## src/rtl/alu_pkg.sv

```systemverilog
// Shared constants for the MIPS EXE-stage ALU: op codes, datapath width,
// shift-amount width and the barrel-shifter mode encoding.
package alu_pkg;

  localparam int WIDTH   = 32;
  localparam int SHAMT_W = 5;

  localparam logic [3:0] ALU_OP_AND  = 4'b0000;
  localparam logic [3:0] ALU_OP_OR   = 4'b0001;
  localparam logic [3:0] ALU_OP_ADD  = 4'b0010;
  localparam logic [3:0] ALU_OP_XOR  = 4'b0011;
  localparam logic [3:0] ALU_OP_NOR  = 4'b0100;
  localparam logic [3:0] ALU_OP_SUB  = 4'b0110;
  localparam logic [3:0] ALU_OP_SLT  = 4'b0111;
  localparam logic [3:0] ALU_OP_SLTU = 4'b1000;
  localparam logic [3:0] ALU_OP_SLL  = 4'b1001;
  localparam logic [3:0] ALU_OP_SRL  = 4'b1010;
  localparam logic [3:0] ALU_OP_SRA  = 4'b1011;
  localparam logic [3:0] ALU_OP_LUI  = 4'b1100;

  typedef enum logic [1:0] {
    SHIFT_SLL = 2'b00,
    SHIFT_SRL = 2'b01,
    SHIFT_SRA = 2'b10
  } shift_mode_e;

endpackage

```

## src/rtl/alu_shifter.sv

```systemverilog
// Combinational 32-bit barrel shifter: logical left, logical right and
// arithmetic right by a 5-bit amount. An amount of 0 passes the value through.
module alu_shifter
  import alu_pkg::*;
(
  input  logic [31:0]        value,
  input  logic [SHAMT_W-1:0] shamt,
  input  shift_mode_e        mode,
  output logic [31:0]        shifted
);

  logic [31:0] shifted_s;

  // Select the shift direction/fill according to mode
  always_comb begin
    shifted_s = value;
    case (mode)
      SHIFT_SLL: shifted_s = value << shamt;
      SHIFT_SRL: shifted_s = value >> shamt;
      SHIFT_SRA: shifted_s = $unsigned($signed(value) >>> shamt);
      default:   shifted_s = value;
    endcase
  end

  assign shifted = shifted_s;

endmodule

```

## src/rtl/mips_alu.sv

```systemverilog
// MIPS EXE-stage ALU. Twelve operations selected by alu_op; result and zero
// flag are registered (one-edge latency, one op per cycle).
// Optional feature macro: ALU_OVERFLOW_EN adds a registered signed-overflow
// output for ADD/SUB. Default build (macro undefined) has no overflow logic.
module mips_alu
  import alu_pkg::*;
#(
  parameter int WIDTH = 32
) (
  input  logic             clk,
  input  logic             rst_n,
  input  logic [WIDTH-1:0] data1,
  input  logic [WIDTH-1:0] data2,
  input  logic [3:0]       alu_op,
  output logic [WIDTH-1:0] alu_result,
  output logic             zero_flag
`ifdef ALU_OVERFLOW_EN
  ,
  output logic             overflow
`endif
);

  logic [WIDTH-1:0] sum_s;
  logic [WIDTH-1:0] diff_s;
  logic [WIDTH-1:0] shifted_s;
  shift_mode_e      shift_mode_s;

  logic [WIDTH-1:0] result_d;
  logic [WIDTH-1:0] result_q;
  logic             zero_d;
  logic             zero_q;

  assign sum_s  = data1 + data2;
  assign diff_s = data1 - data2;

  // Map the shift op codes onto the shifter mode; non-shift ops don't care
  always_comb begin
    shift_mode_s = SHIFT_SRA;
    case (alu_op)
      ALU_OP_SLL: shift_mode_s = SHIFT_SLL;
      ALU_OP_SRL: shift_mode_s = SHIFT_SRL;
      ALU_OP_SRA: shift_mode_s = SHIFT_SRA;
      default:    shift_mode_s = SHIFT_SRA;
    endcase
  end

  // Shift amount comes from the low bits of operand A; upper bits ignored
  alu_shifter u_shifter (
    .value   (data2),
    .shamt   (data1[SHAMT_W-1:0]),
    .mode    (shift_mode_s),
    .shifted (shifted_s)
  );

  // Next-result selection; unused op codes yield zero
  always_comb begin
    result_d = {WIDTH{1'b0}};
    case (alu_op)
      ALU_OP_AND:  result_d = data1 & data2;
      ALU_OP_OR:   result_d = data1 | data2;
      ALU_OP_ADD:  result_d = sum_s;
      ALU_OP_XOR:  result_d = data1 ^ data2;
      ALU_OP_NOR:  result_d = ~(data1 | data2);
      ALU_OP_SUB:  result_d = diff_s;
      // Signed compare done directly, not via the SUB sign bit, so it stays
      // correct when the subtraction overflows.
      ALU_OP_SLT:  result_d = {{(WIDTH-1){1'b0}}, ($signed(data1) < $signed(data2))};
      ALU_OP_SLTU: result_d = {{(WIDTH-1){1'b0}}, (data1 < data2)};
      ALU_OP_SLL:  result_d = shifted_s;
      ALU_OP_SRL:  result_d = shifted_s;
      ALU_OP_SRA:  result_d = shifted_s;
      ALU_OP_LUI:  result_d = {data2[15:0], 16'h0000};
      default:     result_d = {WIDTH{1'b0}};
    endcase
  end

  assign zero_d = (result_d == {WIDTH{1'b0}});

  // Result and zero-flag registers with synchronous active-low reset
  always_ff @(posedge clk) begin
    if (!rst_n) begin
      result_q <= {WIDTH{1'b0}};
      zero_q   <= 1'b0;
    end else begin
      result_q <= result_d;
      zero_q   <= zero_d;
    end
  end

  assign alu_result = result_q;
  assign zero_flag  = zero_q;

`ifdef ALU_OVERFLOW_EN
  logic overflow_d;
  logic overflow_q;

  // Signed overflow: ADD when like-signed operands give a different-signed
  // sum; SUB when unlike-signed operands give a result whose sign leaves A's
  always_comb begin
    overflow_d = 1'b0;
    case (alu_op)
      ALU_OP_ADD: overflow_d = (data1[WIDTH-1] == data2[WIDTH-1]) &&
                               (sum_s[WIDTH-1] != data1[WIDTH-1]);
      ALU_OP_SUB: overflow_d = (data1[WIDTH-1] != data2[WIDTH-1]) &&
                               (diff_s[WIDTH-1] != data1[WIDTH-1]);
      default:    overflow_d = 1'b0;
    endcase
  end

  // Overflow register, cleared by reset like the other outputs
  always_ff @(posedge clk) begin
    if (!rst_n) begin
      overflow_q <= 1'b0;
    end else begin
      overflow_q <= overflow_d;
    end
  end

  assign overflow = overflow_q;
`endif

endmodule

```

## config.mk

```make
export PLATFORM = sky130hd
export DESIGN_NAME = mips_alu
export DESIGN_NICKNAME = d
export VERILOG_FILES = /design/src/rtl/alu_pkg.sv /design/src/rtl/alu_shifter.sv /design/src/rtl/mips_alu.sv
export SDC_FILE = /design/constraint.sdc
export NUM_CORES = 1
export LEC_CHECK = 0
export ABC_AREA = 1
export ABC_CLOCK_PERIOD_IN_PS = 2950
export CAP_MARGIN = 20
export CORE_MARGIN = 3
export CORE_UTILIZATION = 30
export DETAILED_ROUTE_END_ITERATION = 10
export PLACE_DENSITY = 0.48
export SLEW_MARGIN = 20
export SYNTH_ARGS = -nofsm -noshare
export SYNTH_HDL_FRONTEND = slang
export SYNTH_SLANG_ARGS = --single-unit
```

## constraint.sdc

```tcl
create_clock -name clk -period 2.95 [get_ports clk]
set_clock_uncertainty 0.15 [all_clocks]
set_input_delay 0.59 -clock clk [delete_from_list [all_inputs] [get_ports clk]]
set_output_delay 0.59 -clock clk [all_outputs]
set_load 0.02 [all_outputs]
```

==> results.json <==
{
  "wl_um": 74430,
  "row_count": 70,
  "area_growth_pct": 68.98,
  "status": "finished, violations left",
  "cts.sinks": 33,
  "worst_ep_arrival_time_ps": 3030,
  "worstPathCellList": "dlygate4sd2_1 -> inv_1 -> ha_4 -> buf_4 -> nand2_1 -> nand2_1 -> a21oi_1 -> nor2_1 -> nor2_2 -> nand4_1 -> nand3_1 -> nand3_2 -> nor2_2 -> nand3_2 -> nor2_1 -> nand2_1 -> nor2_1",
  "die_x_um": 201.3,
  "fmax_mhz": 338.2,
  "first_pass_iters": 6,
  "synth_area_leaders": "nand2_1 (25%), nand3_1 (21%), ha_1 (11%)",
  "tightest_slew_ps": 717.0,
  "dpl.hpwl_um": 62170,
  "ctsLongestPathBuffers": 2,
  "synth_ff_type": "dfxtp_1",
  "die-area_um2": 40510,
  "grt_pass1_wl_um": 106700,
  "fin_cells": 3422,
  "critical_path.top_delay_family": "simple AND/OR/NAND/NOR gates",
  "die_h_um": 201.3,
  "period_minus_slack_ps": 2957,
  "vias": 17990,
  "slew_violations": 0,
  "post-place-ws_ps": -1183,
  "synthTopCellsByCount": "nand2_1 (764), nand3_1 (469), inv_1 (301)",
  "cp.required_ps": 3020,
  "p_leak_uw": 0.01040,
  "gp_congestion": 1.053,
  "drtAntennaViolNets": 0,
  "synth-seq-area-share_pct": 5.776,
  "clk_pin_slew_worst_paths_ps": 60,
  "critPathMaxStageDelay_ps": 280,
  "start_util_pct": 30.80,
  "post-synth-top-count-cell": "nand2_1",
  "port_buffers": 102,
  "cp_slowest_cell": "dlygate4sd2_1",
  "drive_gt1_share_pct": 36.57,
  "fin_nets": 3088,
  "synth-seq-cells": 33,
  "design.core.area_um2": 37140,
  "cp_max_fo": 4,
  "dp.cells": 3370,
  "hold_class": "in2reg",
  "htree_levels": 2,
  "crit_buf_inv": 3,
  "grt_usage_pct": 34.87,
  "syn_inst": 2293,
  "finalWorstSetupSlack_ps": -6.592,
  "synth_edf_count": 0,
  "synth_nets": 2464,
  "drc": 0,
  "synth_area_leader_cell": "nand2_1",
  "cts_root_buf": "clkbuf_16",
  "grt_max_degree": 72,
  "finalSetupViolations": 1,
  "irDropWorstVdd_uv": 212.8,
  "violations": "negative setup slack",
  "drt-wirelength-per-cell_um": 21.75,
  "async_flop_share_pct": 0,
  "synth_area_per_cell_um2": 4.988,
  "cp-start-kind": "primary input",
  "ioPinCount": 103,
  "tritoncts": "yes",
  "antenna_found_initial": 2,
  "yosys_warnings": 0,
  "power_density_nw_per_um2": 250.8,
  "cap_violations": 0,
  "slew_headroom_pct": 52.15,
  "critical_path_class": "in2reg",
  "hold_viol": 0,
  "rsz0062_at_grt": "yes",
  "cts_buffers": 5,
  "initialDrtViolationCount": 1936,
  "end_kind": "register",
  "fillCellCount": 4050,
  "synth_area_um2": 11440,
  "yosysUniqueCellTypes": 45,
  "timing.final.crit_share_pct": 100.2,
  "grt-ovfl-total": 0,
  "yosysTopAreaCellShare_pct": 25.07,
  "n_antenna_cell": 0,
  "hold_ws_ps": 927.6,
  "vias_per_cell": 5.256,
  "grt_pass1_vias": 16920
}
cell usage in the layout (no fill, tap or decap), types with 31 or more instances in the layout:
cell / Yosys / layout
a21oi_1: 88 / 49
a21oi_2: 1 / 34
nand3_2: 0 / 33
dfxtp_1: 33 / 33
ha_1: 99 / 63
clkdlybuf4s50_1: 0 / 38
inv_2: 17 / 63
buf_6: 3 / 31
nand2_1: 764 / 667
ha_4: 0 / 31
buf_4: 11 / 567
nor2_4: 4 / 36
o21ai_0: 55 / 41
nor2_1: 207 / 130
nor2_2: 5 / 50
nand2_2: 4 / 90
nand3_1: 469 / 420
inv_1: 301 / 253
report_power, final:
part           total [µW]  leakage, µW  internal (µW)  switching [µW]
sequential            492     0.000271            482            10.2
combinational        3730       0.0100           1550            2180
clock                 620    0.0000841            422             198
sequential cells by signal, summed over array words and instances, names as in the netlist:
name and flops:
alu_result 32, zero_flag 1
metrics by stage:
stage / TNS, ps / total power, µW / utilization (%) / instance area, µm²
after global placement: -21940 / 3635 / 45.67 / 16960
final: -6.592 / 4847 / 52.05 / 19330
after global routing: -188.7 / 5130 / 52.05 / 19330
after detailed placement: -22020 / 3631 / 45.67 / 16960
after CTS: -202.7 / 4578 / 49.99 / 18560
after floorplan: 0 / 1945 / - / 11470
layer usage:
layer | track usage, % | share of wire, % | routed length [µm]
met5 | 0 | 0.013 | 10
met1 | 47.26 | 43 | 32080
met2 | 52.70 | 42 | 31200
met4 | 16.80 | 5.6 | 4167
met3 | 7.151 | 9.4 | 6973
tightest hold or removal path, cell delays in order:
cell,delay [ps]
clkbuf_2,110
inv_2,70
ha_4,120
nand2_1,40
nand4_1,80
a21oi_1,40
buf_4,140
a21oi_1,120
worst paths after layout:
path | cells past startpoint | end | slack, ps | startpoint
max | 17 | zero_flag | -7 | data1[19]
min | 8 | alu_result[3] | 930 | data2[3]
kinds of logic (layout without fill, tap and decap cells):
family | count (synthesis) | in the layout | share of synthesized area, %
compound gates | 228 | 228 | 11.53
fa+ha+maj | 101 | 101 | 11.18
buf+inv | 420 | 1045 | 14.94
flops | 33 | 33 | 5.776
simple gates | 1511 | 1511 | 56.57
area by class of cell:
| cell class | instances | area [µm²] | area share [%] |
|---|---|---|---|
| Inverter | 322 | 1219 | 6.305 |
| Tap cell | 504 | 630.6 | 3.263 |
| Multi-Input combinational cell | 1840 | 10860 | 56.18 |
| Clock inverter | 1 | 30.03 | 0.1554 |
| Clock buffer | 7 | 142.6 | 0.7380 |
| Sequential cell | 33 | 660.6 | 3.418 |
| Timing Repair Buffer | 715 | 5788 | 29.95 |
timing repair:
item	CTS	global route
setup buffers	29	18
endpoints found under the setup margin	33	22
cloned	0	1
pin swaps	72	92
resized for setup	387	259
endpoints found under the hold margin	0	0
hold buffers	0	0
No activity file was read; power rests on OpenSTA's default activity.
